**config.mk**
```make
export PLATFORM = sky130hd
export DESIGN_NAME = data_sampler_fifo_reader
export DESIGN_NICKNAME = d
export VERILOG_FILES = /design/src/rtl/data_sampler_fifo_reader.sv
export SDC_FILE = /design/constraint.sdc
export NUM_CORES = 1
export LEC_CHECK = 0
export CELL_PAD_IN_SITES_DETAIL_PLACEMENT = 1
export CELL_PAD_IN_SITES_GLOBAL_PLACEMENT = 1
export CORE_MARGIN = 3
export CORE_UTILIZATION = 32
export DETAILED_ROUTE_END_ITERATION = 16
export GPL_ROUTABILITY_DRIVEN = 0
export PLACE_DENSITY = 0.91
export SYNTH_ARGS = -nofsm -noshare
export SYNTH_HDL_FRONTEND = slang
export SYNTH_SLANG_ARGS = --single-unit
```
**constraint.sdc**
```tcl
create_clock -name CLK -period 2.35 [get_ports CLK]
set_input_delay 0.235 -clock CLK [delete_from_list [all_inputs] [get_ports CLK]]
set_output_delay 0.235 -clock CLK [all_outputs]
set_load 0.02 [all_outputs]
```
**src/rtl/data_sampler_fifo_reader.sv**
```systemverilog
// Drains a FWFT FIFO into framed records (header, NWORDS payload words, XOR trailer when DATA_SAMPLER_READER_CHECKSUM_EN is defined) on a valid/ready stream.
// One cycle from FIFO_RDEN to M_DATA; while M_VALID && !M_READY the output register holds and no pop is issued.
module data_sampler_fifo_reader #(
  parameter int         DIN_WIDTH    = 512,
  parameter int         DOUT_WIDTH   = 32,
  parameter logic [7:0] HEADER_MAGIC = 8'hA5
) (
  input  logic                  CLK,
  input  logic                  RESET,
  input  logic                  ENABLE,
  input  logic [DOUT_WIDTH-1:0] FIFO_DOUT,
  input  logic                  FIFO_EMPTY,
  output logic                  FIFO_RDEN,
  output logic [DOUT_WIDTH-1:0] M_DATA,
  output logic                  M_VALID,
  output logic                  M_LAST,
  input  logic                  M_READY,
  output logic [15:0]           FRAME_CNT,
  output logic                  BUSY
);

  localparam int NWORDS = DIN_WIDTH / DOUT_WIDTH;
  localparam int CNT_W  = (NWORDS > 1) ? $clog2(NWORDS) : 1;
  localparam logic [CNT_W-1:0] LAST_IDX = CNT_W'(NWORDS - 1);

  if ((DIN_WIDTH % DOUT_WIDTH) != 0) begin : g_bad_ratio
    $error("DIN_WIDTH must be an integer multiple of DOUT_WIDTH");
  end
  if (DOUT_WIDTH < 16) begin : g_bad_width
    $error("DOUT_WIDTH must be at least 16");
  end

`ifdef DATA_SAMPLER_READER_CHECKSUM_EN
  typedef enum logic [1:0] {
    IDLE    = 2'd0,
    PAYLOAD = 2'd1,
    TRAILER = 2'd2
  } state_t;
`else
  typedef enum logic {
    IDLE    = 1'b0,
    PAYLOAD = 1'b1
  } state_t;
`endif

  state_t                  state_q, state_d;
  logic [CNT_W-1:0]        word_cnt_q, word_cnt_d;
  logic [DOUT_WIDTH-1:0]   data_d;
  logic                    valid_d;
  logic                    last_d;
  logic [15:0]             frame_cnt_d;
  logic                    adv;
  logic [DOUT_WIDTH-9:0]   hdr_cnt;
`ifdef DATA_SAMPLER_READER_CHECKSUM_EN
  logic [DOUT_WIDTH-1:0]   checksum_q, checksum_d;
`endif

  // Output register may take a new word when empty or when its word leaves this cycle.
  assign adv     = !M_VALID || M_READY;
  assign hdr_cnt = (DOUT_WIDTH-8)'(FRAME_CNT);
  assign BUSY    = (state_q != IDLE);

  always_comb begin
    state_d     = state_q;
    word_cnt_d  = word_cnt_q;
    data_d      = M_DATA;
    valid_d     = adv ? 1'b0 : M_VALID;
    last_d      = adv ? 1'b0 : M_LAST;
    frame_cnt_d = FRAME_CNT;
    FIFO_RDEN   = 1'b0;
`ifdef DATA_SAMPLER_READER_CHECKSUM_EN
    checksum_d  = checksum_q;
`endif
    case (state_q)
      IDLE: begin
        if (ENABLE && !FIFO_EMPTY && adv) begin
          data_d  = {HEADER_MAGIC, hdr_cnt};
          valid_d = 1'b1;
          last_d  = 1'b0;
`ifdef DATA_SAMPLER_READER_CHECKSUM_EN
          checksum_d = '0;
`endif
          state_d = PAYLOAD;
        end
      end
      PAYLOAD: begin
        if (adv && !FIFO_EMPTY && !RESET) begin
          FIFO_RDEN = 1'b1;
          data_d    = FIFO_DOUT;
          valid_d   = 1'b1;
`ifdef DATA_SAMPLER_READER_CHECKSUM_EN
          checksum_d = checksum_q ^ FIFO_DOUT;
`endif
          if (word_cnt_q == LAST_IDX) begin
            word_cnt_d = '0;
`ifdef DATA_SAMPLER_READER_CHECKSUM_EN
            state_d = TRAILER;
`else
            last_d      = 1'b1;
            frame_cnt_d = FRAME_CNT + 16'd1;
            state_d     = IDLE;
`endif
          end else begin
            word_cnt_d = word_cnt_q + CNT_W'(1);
          end
        end
      end
`ifdef DATA_SAMPLER_READER_CHECKSUM_EN
      TRAILER: begin
        if (adv) begin
          data_d      = checksum_q;
          valid_d     = 1'b1;
          last_d      = 1'b1;
          frame_cnt_d = FRAME_CNT + 16'd1;
          state_d     = IDLE;
        end
      end
`endif
      default: state_d = IDLE;
    endcase
  end

  always_ff @(posedge CLK) begin
    if (RESET) begin
      state_q    <= IDLE;
      word_cnt_q <= '0;
      M_DATA     <= '0;
      M_VALID    <= 1'b0;
      M_LAST     <= 1'b0;
      FRAME_CNT  <= 16'd0;
`ifdef DATA_SAMPLER_READER_CHECKSUM_EN
      checksum_q <= '0;
`endif
    end else begin
      state_q    <= state_d;
      word_cnt_q <= word_cnt_d;
      M_DATA     <= data_d;
      M_VALID    <= valid_d;
      M_LAST     <= last_d;
      FRAME_CNT  <= frame_cnt_d;
`ifdef DATA_SAMPLER_READER_CHECKSUM_EN
      checksum_q <= checksum_d;
`endif
    end
  end

endmodule

```
After elaboration in Yosys (flattened, before gate mapping)

Cells that the tools add are included.

Flip-flop bits (word level): 55
Output and inout port bits: 52
Logic and storage cells: 42

$add $sub $neg: 2
Equality and inequality tests: 3
Mux-type cells: 19
Bitwise gates (word level): 1
Reductions and logical operators: 11

Operator list:

| kind                                                  | count |
|---|---|
| 2-to-1 mux 32 bit                                     | 2 |
| one-hot mux 32 bit (2 select lines)                   | 1 |
| adder 16 x 1 -> 16 bit, second input constant         | 1 |
| 2-to-1 mux 1 bit                                      | 12 |
| one-hot mux 1 bit (2 select lines)                    | 3 |
| adder 4 x 1 -> 4 bit, second input constant           | 1 |
| equality test 4 bit, second input constant            | 1 |
| logical AND 1 bit                                     | 4 |
| 2-to-1 mux 4 bit                                      | 1 |
| AND reduction 2 bit                                   | 2 |
| logical NOT 1 bit                                     | 3 |
| AND reduction 3 bit                                   | 1 |
| inequality test 2 x 1 -> 1 bit, second input constant | 1 |
| inequality test 2 bit, second input constant          | 1 |
| logical OR 1 bit                                      | 1 |
| inverter 1 bit                                        | 1 |

Depth between registers and ports, before layout

Depth in word-level cells: 6
Mapped depth: 7
Gate-level depth less buffers: 5

Worst setup path before layout

No wires, ideal clock.

Path kind: reg-to-reg
Start: register FRAME_CNT[0]
End: register FRAME_CNT[12]
Library setup time: 0.070 ns
Arrival time: 1.758 ns
Data required time: 2.280 ns
Path slack: 0.522 ns
Cell stages (with the launch flop): 6
Period minus slack after synthesis: 1.828 ns
Cells stage by stage: dfxtp_1 ha_1 inv_1 or3_1 or4_1 a21oi_1

Longest elaborated chain between the ends: 1

RTL lines:

| item                   | RTL line | RTL |
|---|---|---|
| start, declared        | 18       | `output logic [15:0] FRAME_CNT,` |
| start signal, assigned | 140      | `FRAME_CNT <= frame_cnt_d;` |
| adder 16 x 1 -> 16 bit | 100      | `frame_cnt_d = FRAME_CNT + 16'd1;` |

Every way passes these cells.
A chain may end at the register's enable or synchronous reset.

Worst setup path after layout

Start: input M_READY
End: output FIFO_RDEN

Longest elaborated chain between the ends: 5

RTL lines:

| item                           | RTL line | RTL |
|---|---|---|
| start, declared                | 17       | `input logic M_READY,` |
| logical OR 1 bit               | 59       | `assign adv = !M_VALID \|\| M_READY;` |
| logical AND 1 bit (2 in a row) | 87       | `if (adv && !FIFO_EMPTY && !RESET) begin` |
| 2-to-1 mux 1 bit               | 87       |  |
| 2-to-1 mux 1 bit               | 74       | `case (state_q)` |
| end, declared                  | 13       | `output logic FIFO_RDEN,` |

Every way passes these cells.

==> out/results.txt <==
Tmin final - 2190 ps
Routed wire per std cell - 17.6 um
CP Launch Type - primary input
Worst path cell trace - clkdlybuf4s50_1 > nand2b_1 > nand3_1 > inv_1 > clkdlybuf4s50_1
Most used cell, CP - clkdlybuf4s50_1
Vias per inst - 5.31
Worst slew pin tran - 859 ps
Final period utilization - 93.0%
CTS root buffer - clkbuf_8
Number of port buffers - 88
Core box area - 6910 um^2
Slew HR - 42.5%
Crit Path Class - in -> out
Ant. Diodes - 0
Worst path depth - 5
Register bit total from synthesis - 55
Internal - 1480 uW
Vias after detailed routing - 2273
Die Area - 8270 um^2
# Post-CTS Setup Buffers - 0
DRT Pass-1 Iters - 4
Bufs on Longest Clock Path - 2
Worst min path class - reg -> reg
Reg2Reg Setup Slack - 200 ps
Reg clk slew, reported paths - 100 ps
Worst r2r dst - FRAME_CNT[5]$_SDFFE_PP0P_
Initial Utilization - 33.4%
Total CTS buffers - 5
DR DRC count - 0
Seq pwr share - 50.6%
Gate Count Post-Synth - 243
Clock latency on the worst-skew pair - 310 ps
CTS tree - yes
Ys async rst share - 0%
Sw Pwr - 486 uW
Worst path max stage delay - 610 ps
Status - completed
Design Power - 1960 uW
PwrDens - 572 nW/um^2
Row count - 30
Crit end category - primary output
Synth top area share - 47.7%
Syn Nets - 282
P_leak - 0.00115 uW
Max-Cap Viols - 0
Switching part of the total - 24.8%
Global-route wire length before repair - 12300 um
Die W - 91.0 um
Clk_skew - 7.88 ps
Critical path's slowest cell - clkdlybuf4s50_1
Worst endpoint data arrival time - 1950 ps
Pins Over Slew Limit - 0
CP Launch Point - M_READY
CP delay by family, top - buffers and inverters
Critical Path Sink - FIFO_RDEN
Post-synth EDFFs - 0
Post_cts resized - 0
H-tree depth - 2
Post-DP HPWL - 5560 um
R2R Path Start - word_cnt_q[0]$_SDFFE_PP0P_
Post-synthesis sequential area ratio - 47.7%
DRT antenna net count - 0
Synth top cells by count - 55 x dfxtp_1, 30 x nor2_1, 17 x a21oi_1, 17 x mux2i_1, 16 x a211oi_1
Count leader, synth - dfxtp_1
Hold-fix buffers, CTS - 0
Antenna violations before repair - 0
Max FO, Critical Path - 5
Synth Warn # - 0
Predominant post-synthesis flop cell - dfxtp_1
CP bufs+invs - 3
DIE HEIGHT - 91.0 um
Area Growth Syn to Fin - 48.4%
RSZ-0062 raised after global routing - false
R2r worst-path depth - 5
Setup TNS - 0 ps
Final WL - 7540 um
Initial DRC Count - 111
Largest net degree at the start of global routing - 36
GRT Util Overall - 18.0%
Hold Vio Cnt, Final - 0
Cell taking the most area after synthesis - dfxtp_1
Peak supply drop - 0.000218 V
Unique masters post-synth - 36
Maximum clock frequency - 457 MHz
Syn_area_per_cell - 9.51 um^2
Clock share of power - 33.4%
I/O pin cnt - 89
Top cells by area, synth - dfxtp_1 48%, mux2i_1 7.4%, a211oi_1 5.2%
Comb power frac - 16.0%
Worst EP required - 2120 ps
NumNets Final - 370
Sink Count - 55
Mapped Area - 2310 um^2
Total gr overflow - 0
Share of cells above drive strength 1 - 5.72%
Final setup viols - 0
Via count of the first global-routing pass - 2358
## stage by stage
| stage | util (%) | instances | setup slack, ps | hold WS [ps] | area [um^2] |
|---|---|---|---|---|---|
| after floorplan | - | 243 | 522 | 368 | 2310 |
| after global routing | 49.6 | 428 | 31.5 | 505 | 3430 |
| after global placement | 47.9 | 420 | 256 | 456 | 3310 |
| final | 49.6 | 428 | 163 | 479 | 3430 |
| after detailed placement | 47.9 | 420 | 175 | 453 | 3310 |
| after CTS | 49.6 | 428 | 42.1 | 485 | 3430 |
## power groups by stage
stage	Combinational (uW)	Clock (uW)	Sequential, uW
floorplan	106	0	1050
global placement	305	0	1010
detailed placement	314	0	1010
CTS	316	665	993
global route	334	703	998
finish	314	656	993
## cell usage in the layout (no fill, tap or decap), types with 3 or more instances in the layout
master and count:
a211oi_1 16, a21oi_1 17, a22o_1 12, buf_4 8, clkbuf_8 6, clkdlybuf4s50_1 88
dfxtp_1 54, inv_1 4, mux2i_1 17, nand2_1 10, nand2b_1 3, nand3_1 10
nand4_1 4, nor2_1 30, o22ai_1 4, o31ai_1 9, or3_1 4, or4_1 8
## metal layers
layer / up-vias / part of all wire (%) / wire [um] / global-route usage (%)
met4: 0 / 1.4 / 104 / 5.40
met5: - / 0 / 0 / 0
met2: 59 / 49 / 3710 / 30.5
li1: 1101 / - / - / -
met1: 1102 / 45 / 3400 / 23.9
met3: 11 / 4.3 / 321 / 2.49
## worst min path at each step
stage                                        from                 endpoint  slack [ps]  depth (start not counted)
after global routing      M_DATA[28]$_SDFFE_PP0P_  M_DATA[28]$_SDFFE_PP0P_         510                          1
after detailed placement  M_DATA[28]$_SDFFE_PP0P_  M_DATA[28]$_SDFFE_PP0P_         450                          1
after global placement    M_DATA[18]$_SDFFE_PP0P_  M_DATA[18]$_SDFFE_PP0P_         460                          1
after CTS                 M_DATA[28]$_SDFFE_PP0P_  M_DATA[28]$_SDFFE_PP0P_         490                          1
after floorplan                     FIFO_DOUT[16]  M_DATA[16]$_SDFFE_PP0P_         370                          1
final                     M_DATA[28]$_SDFFE_PP0P_  M_DATA[28]$_SDFFE_PP0P_         480                          1
## cell families (layout without fill, tap and decap cells)
| kind of cell | Yosys count | after routing | share of synthesized area, % |
|---|---|---|---|
| AND/OR/NAND/NOR | 81 | 81 | 18.8 |
| AO/OA/AOI/OAI | 66 | 66 | 20.3 |
| adder cells (fa/ha/maj) | 2 | 2 | 1.08 |
| XOR/XNOR | 3 | 3 | 1.14 |
| flip-flops | 55 | 55 | 47.7 |
| buffers and inverters | 19 | 108 | 3.63 |
| multiplexers | 17 | 17 | 7.37 |
## cell type report
type | count | area (um^2)
clock buffer | 6 | 82.6
clock inverter | 2 | 35.0
fill | 810 | 3480
inverter | 4 | 15.0
multi-input combinational | 169 | 1130
sequential | 55 | 1100
tap | 96 | 120
timing repair buffer | 96 | 941
## flip-flops by register name, summed over array words and instances, names as in the netlist
name and count:
word_cnt_q 4, M_LAST 1, M_VALID 1, BUSY 1, FRAME_CNT 16, M_DATA 32
(Power assumes the default switching activity.)
==> patch 1, RTL diff (config.mk and constraints unchanged) <==
Change the parameter `DIN_WIDTH` from 512 to 256.
--- a/src/rtl/data_sampler_fifo_reader.sv
+++ b/src/rtl/data_sampler_fifo_reader.sv
@@ -1,7 +1,7 @@
 // Drains a FWFT FIFO into framed records (header, NWORDS payload words, XOR trailer when DATA_SAMPLER_READER_CHECKSUM_EN is defined) on a valid/ready stream.
 // One cycle from FIFO_RDEN to M_DATA; while M_VALID && !M_READY the output register holds and no pop is issued.
 module data_sampler_fifo_reader #(
-  parameter int         DIN_WIDTH    = 512,
+  parameter int         DIN_WIDTH    = 256,
   parameter int         DOUT_WIDTH   = 32,
   parameter logic [7:0] HEADER_MAGIC = 8'hA5
 ) (
Check against the original RTL: not equivalent (Yosys sat finds a counterexample within 10 cycles, from zero or initial values and one cycle with RESET high).
==> patch 1 against the unedited design <==
Count of clock-buffer cells in the layout fell by 1. Area after synthesis shrank 2.3%. Via count shrank 4.8%. Cell area is 0.99% lower. Die area decreased by 2.1%. Sequential power fell by 2%. Cell count fell by 2.3%. Setup slack got worse by 63 ps. Wire length is 0.41% lower. Worst hold slack better by 2.5 ps. Clock power decreased by 3.0%. Total power fell by 1.5%. Sequential cell count is 1 lower. Critical path type is now reg2reg. Critical endpoint is now FRAME_CNT[11]$_SDFFE_PP0P_. Highest routed layer unchanged.
==> patch 1: results (changes against the unedited design) <==
Detailed routing
The via count of the routed design is 2164 (was 2273). The routed length on met2 came to 4060 um (was 3710 um). The final wirelength is 7510 um (was 7540 um).

The DRC marker count from the first detailed-route iteration is 96 (was 111). The wire length on met3 is 277 um (was 321 um). The post-detailed-route via-to-cell ratio was 5.18 (was 5.31).

Placed design
The detailed placement HPWL is 5530 um (was 5560 um). The placed cell area came to 3270 um^2 (was 3310 um^2). The number of placed instances with taps included is 410 (was 420).

Synthesis
The distinct cell type count after synthesis is 36 (unchanged). Top area cells in the synthesized netlist: sky130_fd_sc_hd__dfxtp_1 48%, sky130_fd_sc_hd__mux2i_1 8.0%, sky130_fd_sc_hd__a211oi_1 5.7% (was sky130_fd_sc_hd__dfxtp_1 48%, sky130_fd_sc_hd__mux2i_1 7.4%, sky130_fd_sc_hd__a211oi_1 5.2%). The net count after synthesis is 278 (was 282). The mean area per synthesized cell was 9.52 um^2 (was 9.51 um^2).

STA
The headroom to the max-slew limit is 62.6% (was 42.5%). The final clock skew was 7.72 ps (was 7.88 ps). The share of the clock period used by the worst path is 95.7% (was 93.0%). The final-layout worst hold slack is 482 ps (was 479 ps).

Layout
Largest registers in the final layout: M_DATA (32), FRAME_CNT (16), word_cnt_q (3) (was M_DATA (32), FRAME_CNT (16), word_cnt_q (4)). The number of nets in the final layout is 365 (was 370). The final-layout clock-cell area share was 3.32% (was 3.43%). The sequential fraction of total cell area is 31.8% (was 32.2%). The number of inserted filler cells in the final layout is 756 (was 810). The total number of multi-input combinational cells came to 159 (was 169). The count of flip-flops and latches is 54 (was 55). The share of cells above drive strength 1 is 8.00% (was 5.72%). The area used by multi-input combinational logic is 1100 um^2 (was 1130 um^2). The number of buffers other than clock buffers in the final layout is 100 (was 96). The core utilization of the finished layout was 51.4% (was 49.6%).

Critical path
The gate family responsible for the most delay along the worst path is simple AND/OR/NAND/NOR gates (was buffers and inverters). The maximum cell stage delay along the critical path was 550 ps (was 610 ps). The depth of the worst register-to-register path is 6 (was 5).

The arrival time at the worst endpoint is 2490 ps (was 1950 ps). The cell with the largest stage delay on the worst path is sky130_fd_sc_hd__or4_1 (was sky130_fd_sc_hd__clkdlybuf4s50_1). The largest fanout on the critical path is 10 (was 5).

The minimum setup slack among reg-to-reg paths is 100 ps (was 200 ps).

Outcome
Outcome: finished, final reports clean (unchanged).

Power and ir drop
The internal power came to 1.44 mW (was 1.48 mW). The reported leakage power was 1.15 nW (about the same). The maximum vdd ir drop was 0.312 mV (was 0.218 mV).

Die
The floorplan die area is 8100 um^2 (was 8270 um^2).

Global route
The via count of the first global-routing pass was 2317 (was 2358). The met1 track demand over resource is 21.3% (was 23.9%). The wire length of the first global-routing pass is 12300 um (about the same). The total global routing track utilization is 18.7% (was 18.0%). The met2 layer usage reported by global route is 35.2% (was 30.5%).

The maximum number of pins on one net before global-route repair came to 43 (was 36).
[patch 1: cell count changes after synthesis, moves of 4 or more]
cell,delta
sky130_fd_sc_hd__nor4_1,+5
sky130_fd_sc_hd__clkbuf_1,+4
sky130_fd_sc_hd__a21oi_1,-7
sky130_fd_sc_hd__o31ai_1,-4
sky130_fd_sc_hd__nand3_1,-5
sky130_fd_sc_hd__xnor2_1,+5
[patch 1: cells by family after synthesis]
| kind of cell | after synthesis | share of synthesized area, % |
|---|---|---|
| AOI/OAI and AO/OA | 55 | 17.8 |
| xor gates and xnor gates | 6 | 2.33 |
| adders and majority gates | 4 | 2.22 |
| buffers and inverters | 24 | 4.49 |
| DFF | 54 | 47.9 |
| muxes | 18 | 7.98 |
| and+or+nand+nor | 76 | 17.3 |
[patch 1: worst paths after layout]
kind | from | endpoint
max | word_cnt_q[0]$_SDFFE_PP0P_ | FRAME_CNT[11]$_SDFFE_PP0P_
min | word_cnt_q[1]$_SDFFE_PP0P_ | word_cnt_q[1]$_SDFFE_PP0P_
max reg2reg | word_cnt_q[0]$_SDFFE_PP0P_ | FRAME_CNT[11]$_SDFFE_PP0P_
min reg2reg | word_cnt_q[1]$_SDFFE_PP0P_ | word_cnt_q[1]$_SDFFE_PP0P_
[patch 1: power groups by stage]
stage / registers, mW / logic, mW / clock network, mW
global route: 0.978 / 0.346 / 0.688
detailed placement: 0.994 / 0.324 / 0
CTS: 0.973 / 0.326 / 0.659
finish: 0.973 / 0.323 / 0.636
floorplan: 1.03 / 0.110 / 0
global placement: 0.991 / 0.311 / 0
[patch 1: tightest hold or removal path, stage by stage, from the launching register on]
cell                      delay [ps]
sky130_fd_sc_hd__dfxtp_1         330
sky130_fd_sc_hd__nand2_1          60
sky130_fd_sc_hd__a21oi_1          50
==> patch 2, RTL diff (same settings) <==
Without the edit above. Take the reset off `M_DATA` and load it in a clocked block of its own.
--- a/src/rtl/data_sampler_fifo_reader.sv
+++ b/src/rtl/data_sampler_fifo_reader.sv
@@ -124,7 +124,6 @@
     if (RESET) begin
       state_q    <= IDLE;
       word_cnt_q <= '0;
-      M_DATA     <= '0;
       M_VALID    <= 1'b0;
       M_LAST     <= 1'b0;
       FRAME_CNT  <= 16'd0;
@@ -134,7 +133,6 @@
     end else begin
       state_q    <= state_d;
       word_cnt_q <= word_cnt_d;
-      M_DATA     <= data_d;
       M_VALID    <= valid_d;
       M_LAST     <= last_d;
       FRAME_CNT  <= frame_cnt_d;
@@ -144,5 +142,9 @@
     end
   end
 
+  always_ff @(posedge CLK) begin
+    M_DATA <= data_d;
+  end
+
 endmodule
 
Formal check against the unedited RTL: not equivalent (Yosys sat finds a counterexample within 4 cycles, from zero or initial values and one cycle with RESET high).
==> patch 2 against the unedited design <==
Sequential cell count is the same. Sequential power grew 8%. Core utilization grew 1.4 points. Total power grew 4.3%. Cell area grew 4.0%. Largest cell class is now flip-flops and latches. First-iteration DRC count shrank 25%. Wire length shrank 14%. Register-to-register slack gained 70 ps. Worst hold slack is essentially flat. Critical endpoint unchanged. Area after synthesis grew 2.4%. Setup slack gained 60 ps. Critical path depth shrank 1.
==> patch 2: results (changes against the unedited design) <==
Outcome
Outcome: finished, final reports clean (unchanged).

Global route
The wire length of the first global-routing pass is 10700 um (was 12300 um). The maximum number of pins on one net before global-route repair is 28 (was 36). The via count of the first global-routing pass is 2005 (was 2358).

Synthesis
Top area cells in the synthesized netlist: sky130_fd_sc_hd__edfxtp_1 41%, sky130_fd_sc_hd__dfxtp_1 19%, sky130_fd_sc_hd__mux2_2 7.1% (was sky130_fd_sc_hd__dfxtp_1 48%, sky130_fd_sc_hd__mux2i_1 7.4%, sky130_fd_sc_hd__a211oi_1 5.2%). The synthesized-area fraction occupied by xor and xnor cells is 1.11% (was 1.14%). The post-synthesis compound-gate area fraction came to 7.88% (was 20.3%). The distinct cell type count after synthesis was 35 (was 36).

The post-synthesis share of cell area spent on full adders, half adders and majority gates was 1.06% (was 1.08%). The net count after synthesis is 239 (was 282). The prevailing post-synth register cell is sky130_fd_sc_hd__edfxtp_1 (was sky130_fd_sc_hd__dfxtp_1). The sequential area share after synthesis is 60.1% (was 47.7%).

Critical path
The maximum cell stage delay along the critical path came to 660 ps (was 610 ps). The arrival time at the worst endpoint is 1890 ps (was 1950 ps).

Layout
The share of cells above drive strength 1 is 12.7% (was 5.72%). The number of nets in the final layout is 337 (was 370). The number of inserted filler cells in the final layout is 779 (was 810).

Detailed routing
The DRC marker count from the first detailed-route iteration is 83 (was 111). The final wirelength is 6510 um (was 7540 um). The via count of the routed design is 1907 (was 2273).

Power and ir drop
The maximum vdd ir drop came to 0.280 mV (was 0.218 mV). The reported leakage power was 1.22 nW (was 1.15 nW). The fraction of power spent switching nets was 21.0% (was 24.8%).

Placed design
The placed cell area was 3430 um^2 (was 3310 um^2). The detailed placement HPWL is 4800 um (was 5560 um).

STA
The final clock skew is 8.66 ps (was 7.88 ps).
patch 2: cell count changes after synthesis, moves of 7 or more:
cell,change
sky130_fd_sc_hd__dfxtp_1,-32
sky130_fd_sc_hd__edfxtp_1,+32
sky130_fd_sc_hd__nor2_1,-24
sky130_fd_sc_hd__mux2i_1,-16
sky130_fd_sc_hd__a211oi_1,-15
sky130_fd_sc_hd__mux2_2,+15
sky130_fd_sc_hd__and2_1,+13
sky130_fd_sc_hd__a22o_1,-12
sky130_fd_sc_hd__o21ai_0,+7
patch 2: power by group through the flow:
| stage | clock network, mW | logic (mW) | registers, mW |
|---|---|---|---|
| 3_5_place_dp | 0 | 0.251 | 1.09 |
| 6_report | 0.732 | 0.248 | 1.07 |
| 4_1_cts | 0.747 | 0.253 | 1.07 |
| 2_1_floorplan | 0 | 0.0651 | 1.12 |
| 5_1_grt | 0.787 | 0.266 | 1.07 |
| 3_3_place_gp | 0 | 0.244 | 1.08 |
patch 2: layout make-up:
class / instances / area, um^2 / area share (%)
clock buffers: 6 / 72.6 / 2.04
repair buffers: 100 / 971 / 27.2
inverters: 4 / 15.0 / 0.421
multi-input cells: 132 / 906 / 25.4
well taps: 96 / 120 / 3.37
flip-flops and latches: 55 / 1420 / 39.9
clock inverters: 2 / 60.1 / 1.68
patch 2: kinds of logic (layout without fill, tap and decap cells):
logic type | count (synthesis) | count (layout)
AO/OA/AOI/OAI | 33 | 33
XOR/XNOR | 3 | 3
adder cells (fa/ha/maj) | 2 | 2
buffers and inverters | 13 | 112
flip-flops | 55 | 55
multiplexers | 16 | 16
AND/OR/NAND/NOR | 78 | 78
patch 2: worst reg2reg max path: cells and delay by family (launching register included):
kind	cells	cell delay (ps)
simple gates	3	1220
flops	1	400
fa+ha+maj	1	210
compound gates	1	180
patch 2: routing by layer:
metal  global-route usage (%)  up-vias  share of wire, %
met3                     4.84        4               5.9
met5                        0        -                 0
met4                     3.84        0              0.68
li1                         -      931                 -
met1                     19.1      914                43
met2                     28.2       58                51
patch 2: worst paths after layout:
check / start / end / slack, ps / depth (start not counted)
max: RESET / FIFO_RDEN / 220 / 4
min: M_LAST$_SDFF_PP0_ / M_LAST$_SDFF_PP0_ / 480 / 2
max reg2reg: word_cnt_q[0]$_SDFFE_PP0P_ / FRAME_CNT[10]$_SDFFE_PP0P_ / 270 / 5
min reg2reg: M_LAST$_SDFF_PP0_ / M_LAST$_SDFF_PP0_ / 480 / 2
patch 2: through the flow:
stage	total power, mW	setup slack [ps]	std cells	utilization (%)
6_report	2.05	223	395	51.1
5_1_grt	2.12	91.8	395	51.1
4_1_cts	2.07	185	395	51.1
3_5_place_dp	1.34	92.8	387	49.2
3_3_place_gp	1.33	188	387	49.2
2_1_floorplan	1.19	164	200	-
